[src/rtl/fc_mac_engine.sv]
// Fully-connected layer engine: streams LANES input/weight pairs per beat,
// accumulates IN_LEN products plus bias per neuron, emits NUM_OUT results per job.
module fc_mac_engine #(
    parameter int BIT_WIDTH = 8,
    parameter int OUT_WIDTH = 32,
    parameter int LANES     = 2,
    parameter int IN_LEN    = 72,
    parameter int NUM_OUT   = 10,
    localparam int IDX_W    = (NUM_OUT > 1) ? $clog2(NUM_OUT) : 1
) (
    input  logic                       clk,
    input  logic                       rst_n,
    input  logic                       start,
    input  logic                       relu,
    input  logic [LANES*BIT_WIDTH-1:0] in_data,
    input  logic [LANES*BIT_WIDTH-1:0] weight,
    input  logic [BIT_WIDTH-1:0]       bias,
    input  logic                       in_valid,
    output logic                       in_ready,
    output logic [OUT_WIDTH-1:0]       out_value,
    output logic [IDX_W-1:0]           out_idx,
    output logic                       out_valid,
    input  logic                       out_ready,
    output logic                       busy,
    output logic                       done
);

    localparam int BEATS  = IN_LEN / LANES;
    localparam int CNT_W  = (BEATS > 1) ? $clog2(BEATS) : 1;
    localparam int PROD_W = 2 * BIT_WIDTH;
    localparam int EXT_W  = (PROD_W > OUT_WIDTH) ? PROD_W : OUT_WIDTH;
    localparam logic [CNT_W-1:0] LAST_BEAT = CNT_W'(BEATS - 1);
    localparam logic [IDX_W-1:0] LAST_IDX  = IDX_W'(NUM_OUT - 1);

    typedef enum logic [1:0] {
        S_IDLE,
        S_ACCUM,
        S_OUTPUT
    } state_e;

    state_e               state_q, state_d;
    logic [CNT_W-1:0]     beat_cnt_q, beat_cnt_d;
    logic [IDX_W-1:0]     neuron_idx_q, neuron_idx_d;
    logic [OUT_WIDTH-1:0] acc_q, acc_d;
    logic                 relu_q, relu_d;
    logic [OUT_WIDTH-1:0] out_value_q, out_value_d;
    logic [IDX_W-1:0]     out_idx_q, out_idx_d;
    logic                 done_q, done_d;

    logic signed [PROD_W-1:0] prod     [LANES];
    logic signed [EXT_W-1:0]  prod_ext [LANES];
    logic signed [EXT_W-1:0]  bias_ext;
    logic [OUT_WIDTH-1:0]     lane_sum;
    logic [OUT_WIDTH-1:0]     sum;

    // Products are extended to the wider of product/accumulator width, then
    // truncated to OUT_WIDTH so every addition wraps modulo 2^OUT_WIDTH.
    always_comb begin
        lane_sum = '0;
        for (int k = 0; k < LANES; k++) begin
            prod[k]     = $signed(in_data[k*BIT_WIDTH +: BIT_WIDTH])
                        * $signed(weight[k*BIT_WIDTH +: BIT_WIDTH]);
            prod_ext[k] = EXT_W'(prod[k]);
            lane_sum    = lane_sum + prod_ext[k][OUT_WIDTH-1:0];
        end
        bias_ext = EXT_W'($signed(bias));
        sum      = ((beat_cnt_q == '0) ? bias_ext[OUT_WIDTH-1:0] : acc_q) + lane_sum;
    end

    // Handshake: a beat transfers on a cycle where in_valid && in_ready, a result
    // on a cycle where out_valid && out_ready; out_value/out_idx hold while unaccepted.
    always_comb begin
        state_d      = state_q;
        beat_cnt_d   = beat_cnt_q;
        neuron_idx_d = neuron_idx_q;
        acc_d        = acc_q;
        relu_d       = relu_q;
        out_value_d  = out_value_q;
        out_idx_d    = out_idx_q;
        done_d       = 1'b0;
        case (state_q)
            S_IDLE: begin
                if (start) begin
                    relu_d       = relu;
                    beat_cnt_d   = '0;
                    neuron_idx_d = '0;
                    acc_d        = '0;
                    state_d      = S_ACCUM;
                end
            end
            S_ACCUM: begin
                if (in_valid) begin
                    acc_d = sum;
                    if (beat_cnt_q == LAST_BEAT) begin
                        out_value_d = (relu_q && sum[OUT_WIDTH-1]) ? '0 : sum;
                        out_idx_d   = neuron_idx_q;
                        beat_cnt_d  = '0;
                        state_d     = S_OUTPUT;
                    end else begin
                        beat_cnt_d = beat_cnt_q + 1'b1;
                    end
                end
            end
            S_OUTPUT: begin
                if (out_ready) begin
                    if (neuron_idx_q == LAST_IDX) begin
                        done_d  = 1'b1;
                        state_d = S_IDLE;
                    end else begin
                        neuron_idx_d = neuron_idx_q + 1'b1;
                        state_d      = S_ACCUM;
                    end
                end
            end
            default: state_d = S_IDLE;
        endcase
    end

    always_ff @(posedge clk or negedge rst_n) begin
        if (!rst_n) begin
            state_q      <= S_IDLE;
            beat_cnt_q   <= '0;
            neuron_idx_q <= '0;
            acc_q        <= '0;
            relu_q       <= 1'b0;
            out_value_q  <= '0;
            out_idx_q    <= '0;
            done_q       <= 1'b0;
        end else begin
            state_q      <= state_d;
            beat_cnt_q   <= beat_cnt_d;
            neuron_idx_q <= neuron_idx_d;
            acc_q        <= acc_d;
            relu_q       <= relu_d;
            out_value_q  <= out_value_d;
            out_idx_q    <= out_idx_d;
            done_q       <= done_d;
        end
    end

    assign in_ready  = (state_q == S_ACCUM);
    assign out_valid = (state_q == S_OUTPUT);
    assign busy      = (state_q != S_IDLE);
    assign out_value = out_value_q;
    assign out_idx   = out_idx_q;
    assign done      = done_q;

endmodule
[config.mk]
export PLATFORM = sky130hd
export DESIGN_NAME = fc_mac_engine
export DESIGN_NICKNAME = d
export VERILOG_FILES = /design/src/rtl/fc_mac_engine.sv
export SDC_FILE = /design/constraint.sdc
export NUM_CORES = 1
export LEC_CHECK = 0
export ABC_AREA = 1
export BUFFER_PORTS_ARGS = -buffer_cell sky130_fd_sc_hd__buf_4
export CAP_MARGIN = 30
export CORE_UTILIZATION = 68
export CTS_CLUSTER_DIAMETER = 100
export DETAILED_ROUTE_END_ITERATION = 7
export GPL_TIMING_DRIVEN = 0
export PLACE_DENSITY = 0.87
export SYNTH_ARGS = -nofsm -noshare
export SYNTH_HDL_FRONTEND = slang
export SYNTH_SLANG_ARGS = --single-unit
[constraint.sdc]
create_clock -name clk -period 10.45 [get_ports clk]
set_input_delay 1.5675 -clock clk [delete_from_list [all_inputs] [get_ports clk]]
set_output_delay 1.5675 -clock clk [all_outputs]
set_load 0.01 [all_outputs]
Word level (Yosys, flattened, before mapping)
Cells that the tools add are included.

Flip-flop bits (word level): 82. Bits of input ports: 46. Output and inout port bits: 40. Logic and storage cells: 56.

$add $sub $neg: 4. Multiply operators: 2. Eq/ne operators: 9. Multiplexer cells: 22. Reductions and logical operators: 11.

Operators by type and width (number): $mux 32 (4); $pmux 32 s2 (1); $add 32x32->32 (1); $mul 8x8->16 (2); $mux 6 (3); $add 16x16->17 (1); $mux 4 (3); $pmux 6 s2 (1); $mux 2 (4); $pmux 4 s2 (1); $reduce_and 4->1 (2); $add 6x1->6 const B (1); $eq 6x6->1 const B (1); $logic_not 6->1 (1); $ne 2x2->1 const B (3); $pmux 2 s3 (1); $reduce_and 3->1 (2); $reduce_bool 2->1 (3); $add 4x1->4 const B (1); $eq 4x4->1 const B (1); $mux 1 (4); $ne 2x1->1 const B (2); $eq 2x1->1 const B (1); $eq 2x2->1 const B (1); other kinds (3) (3).

Depth between registers and ports, before layout
Gate-level depths: netlist (run 1).

Word-level depth: 5. Depth in mapped cells: 45. Mapped depth without buffers: 44.

Worst setup path before layout (run 1)
Ideal clock, no wire load.

Path kind: input -> register. From: input weight[8]. To: register out_value_q[1], in the netlist out_value[1]. Setup time: 0.117 ns. Arrival: 8.322 ns. Data required time: 10.333 ns. Slack: 2.011 ns. Stages: 39. Path buffers: 2. Path through: clkbuf_1 -> nand2_1 -> inv_1 -> fa_1 -> fa_1 -> fa_1 -> fa_1 -> fa_1 -> inv_1 -> fa_1 -> inv_1 -> ha_1 -> inv_1 -> nor4_1 -> nand2_1 -> nand2_1 -> nand2_1 -> nand2_1 -> [3 not listed] -> a21oi_1 -> nor2_1 -> nor2_1 -> xnor2_1 -> ha_1 -> nand2_1 -> o21ai_0 -> o21bai_1 -> nand4_1 -> nand2_1 -> nand2_1 -> nand2_2 -> nand2_2 -> nand3_2 -> nand3_4 -> buf_12 -> nand3_2 -> nand2_1.

Word-level cells in the longest chain between the ends: 5.

RTL lines: start: declaration (line 16) `input logic [LANES*BIT_WIDTH-1:0] weight,`; $mul 8x8->16 * (line 62) `* $signed(weight[k*BIT_WIDTH +: BIT_WIDTH]);`; $add 16x16->17 * (line 64) `lane_sum = lane_sum + prod_ext[k][OUT_WIDTH-1:0];`; $add 32x32->32 * (line 67) `sum = ((beat_cnt_q == '0) ? bias_ext[OUT_WIDTH-1:0] : acc_q) + lane_sum;`; $logic_and 1x1->1 (line 95) `out_value_d = (relu_q && sum[OUT_WIDTH-1]) ? '0 : sum;`; $mux 32 * (line 95); end signal: assignment (line 135) `out_value_q <= out_value_d;`; end: declaration (line 46) `logic [OUT_WIDTH-1:0] out_value_q, out_value_d;`.

Mark *: on every way between the ends. The rest lies on a longest branch, timed or not. A chain may end at the register's enable or synchronous reset.

Final worst setup path (run 1)
From: input weight[7]. To: register out_value_q[22], in the netlist out_value[22].

The elaborated chain is that of the path after synthesis.

==> results of run 1 <==
## kinds of logic after synthesis
| group | synth area share [%] |
|---|---|
| AO/OA/AOI/OAI | 7.91 |
| XOR/XNOR | 2.99 |
| adder cells (fa/ha/maj) | 34.6 |
| buffers and inverters | 14.5 |
| flip-flops | 18.4 |
| AND/OR/NAND/NOR | 21.6 |
## stage by stage
step | hold WS, ns | area (sq um) | setup WS, ns | cells | util (%)
after floorplan | 0.444 | 11100 | 2.01 | 1462 | -
after global placement | 0.459 | 11800 | 1.24 | 1733 | 74.2
after detailed placement | 0.465 | 11900 | 1.09 | 1734 | 74.4
after CTS | 0.481 | 12200 | 1.38 | 1750 | 76.4
after global routing | 0.500 | 12200 | 0.779 | 1750 | 76.4
final | 0.482 | 12200 | 1.28 | 1750 | 76.4
## cell type report
class	count	area, sq um	share of cell area, %
Clock buffer	11	243	1.99
Buffer	53	235	1.93
Multi-Input combinational cell	959	7480	61.4
Tap cell	216	270	2.22
Timing Repair Buffer	56	440	3.62
Inverter	368	1380	11.3
Clock inverter	5	77.6	0.637
Sequential cell	82	2050	16.8
## how the worst max path moves through the flow
stage	to	slack (ns)	cells past startpoint
floorplan	out_value[1]$_DFFE_PN0P_	2.01	39
global placement	out_value[23]$_DFFE_PN0P_	1.24	38
detailed placement	out_value[8]$_DFFE_PN0P_	1.09	38
CTS	out_value[22]$_DFFE_PN0P_	1.38	39
global route	out_value[25]$_DFFE_PN0P_	0.78	40
finish	out_value[22]$_DFFE_PN0P_	1.28	37
## registers in the layout, indices dropped and copies added, names as in the netlist
name          cells
state_q           2
done              1
out_value        32
relu_q            1
neuron_idx_q      4
acc_q            32
out_idx           4
beat_cnt_q        6
## placed cells by master, fill, tap and decap left out, types with 3 or more instances in the layout
master,n
o21bai_1,6
o22ai_1,5
nand3_2,16
or2_2,5
fa_1,144
a21oi_1,46
a22o_1,6
nor2_2,5
clkinv_1,5
xor2_1,24
nand2_4,5
ha_1,78
a21oi_2,3
nor2_1,62
nand2_2,8
o21ai_1,3
clkbuf_16,9
inv_1,355
inv_2,8
nand2_1,367
nand3_4,3
xnor2_1,14
dfrtp_1,82
nand4_1,7
nor3_1,9
buf_4,56
o21ai_0,76
a21boi_0,3
clkbuf_1,49
nand3_1,44
## worst min-delay path, cell delays in order, from the launching register on
cell and delay (ns):
dfrtp_1 0.34, nand2_1 0.05, nand2_1 0.05
## metal layers
layer	up-vias	part of all wire [%]	GRT usage (%)	routed length, um
met2	348	49	53.4	12400
met1	4538	43	46.5	10900
li1	4493	-	-	-
met5	-	0	0	0
met4	0	1.1	6.57	281
met3	26	6.9	3.90	1730
==> out/results.txt, run 1 <==
In the post-synthesis netlist, the cell with the most instances is nand2_1. The synthesized design spends more area on one cell type than any other, namely fa_1. The first global-routing pass estimated 42.8 mm of wire. For the synthesized instance count, the log shows 1462. The number of iterations in the first detailed-routing pass is 5, and the hold buffer count at CTS is 0.

CTS placed an instance of clkbuf_16 at the clock tree root. Setup violations remaining at the end of the flow were counted as 0. The number of antenna diodes in the final layout is 0. The logs give 0 for the hold violation total from the final report and 9405 for the via count.

The tools report the worst min-delay path endpoint as acc_q[30]$_DFFE_PN0P_. The via count of the first global-routing pass is 9339, and the number of gates given a new drive strength after cts is 0. The fraction of the cycle the final worst path needs is 87.7%, and the number of cells traversed by the worst register-to-register path is 27.

The tools report the worst-case clock buffer depth as 2. The beginning of the worst hold path was acc_q[30]$_DFFE_PN0P_. The number of flops mapped to enable cells by yosys works out to 0. Global routing consumed, over all layers together, 32.4% of the routing resources. The cell area after synthesis was 11100 sq um. The maximum level of the CTS H-tree is 3, and the largest stage delay on the critical path is 0.55 ns. The tools report the violation count after the first detailed-route iteration as 684. The startpoint kind of the worst setup timing path was an input port. The total nets after synthesis is 1730, and the achievable frequency is 109 MHz. The count of buffers inserted at the top-level ports works out to 55. The critical path contains buffers and inverters numbering 6 combined. The tools report the critical register-to-register path startpoint as beat_cnt_q[0]$_DFFE_PN0P_.

Entering global routing, the biggest net connects 61 pins. Once detail routing completed, the nets flagged for antenna violations numbered 0. Of all flip-flops after synthesis, the portion carrying an async set or reset was 100%. The TritonCTS sink count was 82. In this run the worst setup path begins at weight[7].

The floorplan step defined a core boundary enclosing 15900 sq um. In this run, distinct cell masters in the synthesized netlist total 46. For this configuration, the core starts out at a cell density of 69.9%.

The die covers 16900 sq um. The per-cell routed wire length works out to 14.4 um. On the critical path the largest part of the delay comes from adder cells. The post-synthesis area per instance works out to 7.63 sq um. The cell type with the highest occurrence count on the critical path was fa_1.

Transition time of the tightest slew-check pin: 0.886 ns. By count the netlist is led by nand2_1, inv_1, fa_1. At the worst endpoint, the required time is 10.67 ns. After clock tree synthesis, the clock-pin slew on the worst setup and hold paths is 0.06 ns.

For the finished layout, the period the worst path requires is 9.17 ns. The detail-routed via count per cell is 5.37. The tools report the number of pins exceeding their max-slew limit in the final report as 0. The sum of net half-perimeters after detailed placement was 21.0 mm. The width of the chip is 130 um. After the last flow step, the layout net total stands at 1797. Maximum clock skew at final layout: 0.00471 ns. Yosys attributes the largest share of cell area to fa_1, dfrtp_1, nand2_1, inv_1, ha_1. Counting instances, the worst hold path has a depth of 2.

The layout cell share with drive strength beyond 1 is 8.93%. Setup repair after global routing left no endpoint under its margin. For this block, the routed nets add up to 25.3 mm of wire.

Share of the synthesized area in the top cell type: 25.9%. The tightest min-delay check is of the reg2reg type. Fill cells in the final layout number 1157. The endpoint identified for the worst register-to-register timing path is out_value[22]$_DFFE_PN0P_.

Row generation in the floorplan step produced 46 rows. The number of warnings reported in the yosys synthesis log was 0. STA classifies the critical path endpoint as a flop.

The later pin in the worst-skew pair is clocked with a latency of 0.34 ns. The final estimated routing congestion in global placement came out at 0.892. Largest fanout on the critical path: 10. The slowest library cell on the worst path is fa_1. In the synthesized netlist the dominant register cell turns out to be dfrtp_1.

For the worst setup path, the data arrival time is 9.39 ns. For this run, the register share of the synthesized area comes to 18.4%. The post-synthesis sequential element count is 82. Initial antenna violation count: 0. The worst-case register-to-register setup slack came out at 5.23 ns. TritonCTS built the clock tree.

The critical path start-end classification was in2reg. The run finished with clean final reports. The max-cap violation count was 0; the relative area change from synthesis to final layout was 9.25%.

Setup total negative slack on the finished layout was measured at 0 ns. The number of top-level design ports was 86; the headroom to the max-slew limit was 40.7%. The number of buffers inserted during clock tree synthesis came out at 9. Final global-route overflow total: 0. In the routed design, unresolved DRC markers number 0.

The post-CTS setup repair buffer count was 0; the height of the die was 130 um.
Power of run 1 is not shown: default switching activity piles up to over one toggle a cycle in this logic, so the estimate is an artifact.
==> run 2, diff against run 1 <==
--- a/config.mk
+++ b/config.mk
@@ -8,11 +8,11 @@
 export ABC_AREA = 1
 export BUFFER_PORTS_ARGS = -buffer_cell sky130_fd_sc_hd__buf_4
 export CAP_MARGIN = 30
-export CORE_UTILIZATION = 68
+export CORE_UTILIZATION = 36
 export CTS_CLUSTER_DIAMETER = 100
 export DETAILED_ROUTE_END_ITERATION = 7
 export GPL_TIMING_DRIVEN = 0
-export PLACE_DENSITY = 0.87
+export PLACE_DENSITY = 0.5
 export SYNTH_ARGS = -nofsm -noshare
 export SYNTH_HDL_FRONTEND = slang
 export SYNTH_SLANG_ARGS = --single-unit
==> constraint.sdc (replaced) <==
create_clock -name clk -period 10.45 [get_ports clk]
set_input_delay 0.5225 -clock clk [delete_from_list [all_inputs] [get_ports clk]]
set_output_delay 0.5225 -clock clk [all_outputs]
set_load 0.01 [all_outputs]
==> run 2 against run 1 <==
Net effect:
- first-iteration DRC count is 16% lower
- clock skew is 0.0024 ns higher
- final cell count is 10% higher
- via count is 4.9% lower
- core utilization is 36 points lower
- sequential share of layout area is 0.31 points lower
- routed wire length is 8.3% higher
- highest routed layer unchanged
==> out/results.txt, run 2 (synthesis results as in run 1) <==
The standard-cell row count is 64, and the number of gates given a new drive strength after cts is 0. Required time at the endpoint of the critical path: 10.70 ns. Leaving out fill and tap cells, the most frequent cells in the layout are nand2_1, inv_1, fa_1. Setup violations remaining at the end of the flow were counted as 0. In this design, the stage delay of the slowest critical-path cell is 0.56 ns. TritonCTS built the clock tree. The run gives 9409 as the via count of the first global-routing pass.

Setup total negative slack on the finished layout was measured at 0 ns. The post-route netlist has 9.00% of its cells at a drive strength greater than 1. The tools report the remaining antenna violation count as 0. The cell type with the highest occurrence count on the critical path is nand2_1. The detailed router placed 8944 vias in this run. Of all nets on the critical path, the largest fanout is 10. Clock-pin slew was measured on the worst setup and hold paths at 0.07 ns. Prior to clock tree synthesis, the placed netlist has a worst setup slack of 2.07 ns. The transition time of the tightest slew-check pin was 0.872 ns; the floorplan die area was 31700 sq um. The logs give 41.6% for the headroom to the max-slew limit and 47.1 mm for the wire length of the first global-routing pass. The logs give 0 for the final global-route overflow total and 573 for the violation count after the first detailed-route iteration. The run gives 1797 as the number of nets in the finished design.

Dividing the final minimum period by the clock period gives 76.5%. The run gives 0 as the hold violation total from the final report. For the worst-case clock buffer depth, the log shows 2. The clock period minus worst slack is 7.99 ns, and the TritonCTS sink count is 82.

The number of setup buffers added after CTS is 0. Pin placement for this block handled 86 I/O pins. The root buffer cell chosen for the clock tree is clkbuf_16.

Clock latency on the worst-skew pair, taken at its later pin, is 0.36 ns. STA classifies the critical path startpoint as an input port. In the final routed layout, each cell accounts on average for 14.2 um. The count of buffers inserted at the top-level ports was 55. Among all stages on the critical path, the largest delay is contributed by fa_1. The tools report the area of the placeable core as 30500 sq um.

The initial antenna violation count came out at 0. The detail-routed via count per cell was 4.63; the number of pins exceeding their max-slew limit in the final report was 0. The HPWL after detailed placement is 22.9 mm. The critical path in this run is classified as in2reg. In the global route stage, overall resource usage came out at 19.0%. After clock tree synthesis, the flow added hold-fix buffers numbering 0.

The starting density of the core was 36.5%; the relative area change from synthesis to final layout was 11.3%. The height of the die works out to 178 um. The flow ran to the end, and the final reports show no timing, DRC or antenna violations. Post-route worst hold slack: 0.143 ns. The worst setup path is captured at a flop. The post-route worst setup slack came out at 2.46 ns. Most common cell after layout, fill and taps aside: nand2_1. The remaining design rule violation count is 0, and the width of the chip is 178 um.

The number of iterations in the first detailed-routing pass came out at 5. The class of the tightest hold or removal check was in2async. For the data arrival at the endpoint of the critical path, the log shows 8.24 ns.

At the end of routability-driven placement, the weighted congestion stood at 0.852. Setup repair after global routing left no endpoint under its margin. In this run the number of H-tree levels came out at 3.

The run gives 9 as the number of buffers inserted during clock tree synthesis. The largest net degree at the start of global routing was 47. The clock arrives with 0.00707 ns of skew. Timing would allow up to 125 MHz. The tools report the max-cap violation count as 0. For the number of inserted diodes, the log shows 0. For this block, the routed nets add up to 27.4 mm of wire.
[run 2: cell types whose count changed in the layout (fill, tap and decap cells not counted), sizes merged]
cell,before,now
clkinv,7,6
inv,363,365
clkbuf,59,57
clkinvlp,1,2
[run 2: layer usage]
metal	global-route usage [%]	share of wire (%)	up-vias
met4	2.99	0.94	0
met2	32.2	47	140
met1	26.4	49	4292
li1	-	-	4492
met5	0	0	-
met3	2.24	3.0	20
[run 2: metrics by stage]
stage               util [%]  instance area (sq um)  instances
finish                  40.7                  12400       1930
global route            40.7                  12400       1930
CTS                     40.7                  12400       1930
detailed placement      39.6                  12100       1914
global placement        39.5                  12100       1913
floorplan                  -                  11100       1462
[run 2: area by class of cell]
class	count	area, sq um
Fill cell	3268	18100
Multi-Input combinational cell	959	7480
Sequential cell	82	2050
Inverter	368	1380
Tap cell	396	495
Timing Repair Buffer	56	440
Buffer	53	235
Clock buffer	9	225
Clock inverter	7	101
[run 2: critical path: cells and delay by family]
kind | cells | cell delay, ns
AOI/OAI and AO/OA | 6 | 0.95
buffers and inverters | 6 | 1.08
adders and majority gates | 8 | 3.72
xor gates and xnor gates | 1 | 0.14
and+or+nand+nor | 18 | 1.79
[run 2: final timing paths]
| kind | start | end | slack, ns | cells past startpoint |
|---|---|---|---|---|
| worst max-delay path | in_data[15] | out_value[26]$_DFFE_PN0P_ | 2.46 | 39 |
| worst min-delay path | rst_n | out_value[4]$_DFFE_PN0P_ | 0.14 | 1 |
| worst max register to register | beat_cnt_q[0]$_DFFE_PN0P_ | out_value[26]$_DFFE_PN0P_ | 4.95 | 27 |
| worst min register to register | acc_q[31]$_DFFE_PN0P_ | acc_q[31]$_DFFE_PN0P_ | 0.48 | 2 |
| max in group asynchronous | rst_n | out_value[30]$_DFFE_PN0P_ | 9.68 | 2 |
| min in group clk | relu | relu_q$_DFFE_PN0P_ | 0.38 | 3 |
Power of run 2 is left out for the same reason.
==> run 3, diff against run 2 <==
--- a/config.mk
+++ b/config.mk
@@ -12,7 +12,7 @@
 export CTS_CLUSTER_DIAMETER = 100
 export DETAILED_ROUTE_END_ITERATION = 7
 export GPL_TIMING_DRIVEN = 0
-export PLACE_DENSITY = 0.5
+export PLACE_DENSITY = 0.52
 export SYNTH_ARGS = -nofsm -noshare
 export SYNTH_HDL_FRONTEND = slang
 export SYNTH_SLANG_ARGS = --single-unit
==> constraint.sdc (replaced) <==
create_clock -name clk -period 6.94 [get_ports clk]
set_input_delay 0.347 -clock clk [delete_from_list [all_inputs] [get_ports clk]]
set_output_delay 0.347 -clock clk [all_outputs]
set_load 0.01 [all_outputs]
==> run 3 against run 2 <==
Net effect:
- the flow now finishes with violations (setup timing)
- final cell count is 2.2% higher
- clock-buffer cell count stayed put
- worst setup slack worse by 2.6 ns
- clock skew is 0.0021 ns higher
- register-to-register slack worse by 3.2 ns
==> out/results.txt, run 3 (synthesis results as in run 1) <==
The run finished, with violations left. The checks that failed: setup timing. The library cell used most frequently in the layout, excluding fill and tap cells, is inv_1. The footprint of the multi-input gates was 7940 sq um.

The run gives 3 as the maximum level of the CTS H-tree. The tools report the hold violation total from the final report as 0. The per-cell routed wire length was 14.2 um. For this run the aggregate overflow at the end of global routing stands at 0. Across all register-to-register paths, the minimum setup slack is 1.74 ns. The pre-antenna-repair detailed-routing pass consisted of 5 iterations. The post-route worst setup slack was -0.0974 ns; the sum of net half-perimeters after detailed placement was 22.3 mm. Dividing the detail-routed via count by the number of cells gives 4.67.

The critical path start-end classification is in2reg. The floorplan die area was 31700 sq um; the final estimated routing congestion in global placement was 0.866. For the final standard cell area without fillers, the log shows 13500 sq um. The tools report the critical path capture point type as a flop.

The clock-pin slew on the worst setup and hold paths was 0.07 ns. Clock period minus worst slack: 7.04 ns. The layer flagged by global routing as most heavily used is met2.

The met1 usage in global routing was 25.9%. In this run the worst hold path is classified as in2reg. The root buffer cell chosen for the clock tree is clkbuf_16. The tools report the number of pins exceeding their max-slew limit in the final report as 0. For this design, the sink count on the clock tree is 82. Setup repair after global routing could not meet its margin everywhere. For the final routed database, the setup TNS stands at -2.07 ns.

Registers take 2050 sq um. In this run the worst path has a maximum fanout of 7. The relative area change from synthesis to final layout works out to 20.7%.

The clock passes through at most 2 buffers. The fraction of the cycle the final worst path needs is 101%, and the remaining design rule violation count is 0. The width of the chip was 178 um; the final core utilization was 44.1%.

Leaving out fill and tap cells, the most frequent cells in the layout are inv_1, nand2_1, fa_1. Of the cells placed in the final design, the portion with a size suffix greater than 1 is 19.3%. The tools report the number of top-level design ports as 86. Global routing used 2.37% of the available met3 tracks. The total wirelength of the detailed-routed design was 27.9 mm; the starting density of the core was 36.5%.

Entering global routing, the biggest net connects 67 pins. The placed standard-cell area is 12100 sq um. The number of nets in the finished design is 1839, and the number of inserted diodes is 0. TritonCTS created 9 clock buffers. Derived from the worst setup path, the maximum achievable clock frequency is 142 MHz. The standard-cell row count came out at 64. Among the stages of the critical path, the cell type that occurs most often is nand2_1.

Input and output buffers added on the ports amount to 55. The largest stage delay on the critical path is 0.56 ns, and the required time at the endpoint of the critical path is 7.18 ns. The run gives 0 as the initial antenna violation count. The tools report the startpoint kind of the worst setup timing path as an input port. On the final layout, the worst clock skew is 0.00915 ns. All-layer global routing usage: 18.9%.

At the pin with the least slew margin, the transition time is 0.914 ns. The tools report the via count of the first global-routing pass as 9490. TritonCTS built the clock tree.

In this run the standard cell core region covers 30500 sq um. The slowest library cell on the worst path was fa_2. The headroom to the max-slew limit is 38.9%, and the wire length of the first global-routing pass is 47.0 mm.

The count of nets left with antenna violations once routing finished came out at 0. The final route contains 9206 vias. The data arrival at the endpoint of the critical path is 7.28 ns, and the height of the die is 178 um. The run gives 32.4% as the met2 track utilization from global routing.

The logs give 538 for the violation count after the first detailed-route iteration and 31 for the final number of setup-violating endpoints. The max-cap violation count was 0. After filler insertion, the fill cell instance count of the layout stands at 3135. The run gives 0.35 ns as the clock latency of the later-clocked register in the worst-skew pair.
## run 3: cell types whose count changed in the layout (fill, tap and decap cells not counted), moves of 8 or more
| cell | delta |
|---|---|
| nand2_1 | -51 |
| clkbuf_1 | -29 |
| nand2_2 | +37 |
| ha_1 | -8 |
| nand2_4 | +13 |
| buf_4 | +41 |
| o21ai_0 | -8 |
## run 3: layout make-up
cell class | count | share of cell area (%)
buffer | 53 | 2.77
clock buffer | 9 | 1.67
clock inverter | 7 | 0.929
inverter | 368 | 10.5
multi-input combinational | 959 | 59.0
sequential | 82 | 15.2
tap | 396 | 3.68
timing repair buffer | 98 | 6.25
## run 3: critical path, delay by kind of cell
| family | cells | cell delay (ns) |
|---|---|---|
| fa+ha+maj | 8 | 3.64 |
| simple gates | 16 | 1.60 |
| compound gates | 6 | 0.84 |
| buf+inv | 8 | 0.69 |
| xor+xnor | 1 | 0.13 |
## run 3: stage by stage
| step | instances | hold slack [ns] | setup slack, ns |
|---|---|---|---|
| 2_1_floorplan | 1462 | 0.0514 | 0.00259 |
| 6_report | 1972 | 0.207 | -0.0974 |
| 4_1_cts | 1950 | 0.192 | -0.0365 |
| 5_1_grt | 1972 | 0.219 | -0.530 |
| 3_3_place_gp | 1913 | 0.459 | -1.01 |
| 3_5_place_dp | 1914 | 0.259 | -1.00 |
## run 3: timing repair
item	in CTS	in global routing
endpoints found under the hold margin	16	0
setup buffers	18	20
gates cloned	1	2
pin swaps	16	32
endpoints found under the setup margin	45	47
hold buffers	1	0
resized for setup	76	128
## run 3: path summary, 6_finish.rpt
| check | start | end | depth (start not counted) |
|---|---|---|---|
| hold / removal | relu | relu_q$_DFFE_PN0P_ | 3 |
| hold reg to reg | acc_q[31]$_DFFE_PN0P_ | acc_q[31]$_DFFE_PN0P_ | 2 |
| min in group asynchronous | rst_n | acc_q[10]$_DFFE_PN0P_ | 2 |
| setup / recovery | weight[7] | out_value[26]$_DFFE_PN0P_ | 39 |
| setup reg to reg | beat_cnt_q[0]$_DFFE_PN0P_ | out_value[26]$_DFFE_PN0P_ | 27 |
| max in group asynchronous | rst_n | acc_q[22]$_DFFE_PN0P_ | 3 |
## run 3: per-layer routing
layer  vias to the layer above  share of wire [%]
met5                         -                  0
met1                      4450                 47
met2                       159                 48
li1                       4575                  -
met4                         0                1.1
met3                        22                4.1
Power of run 3 is left out for the same reason.
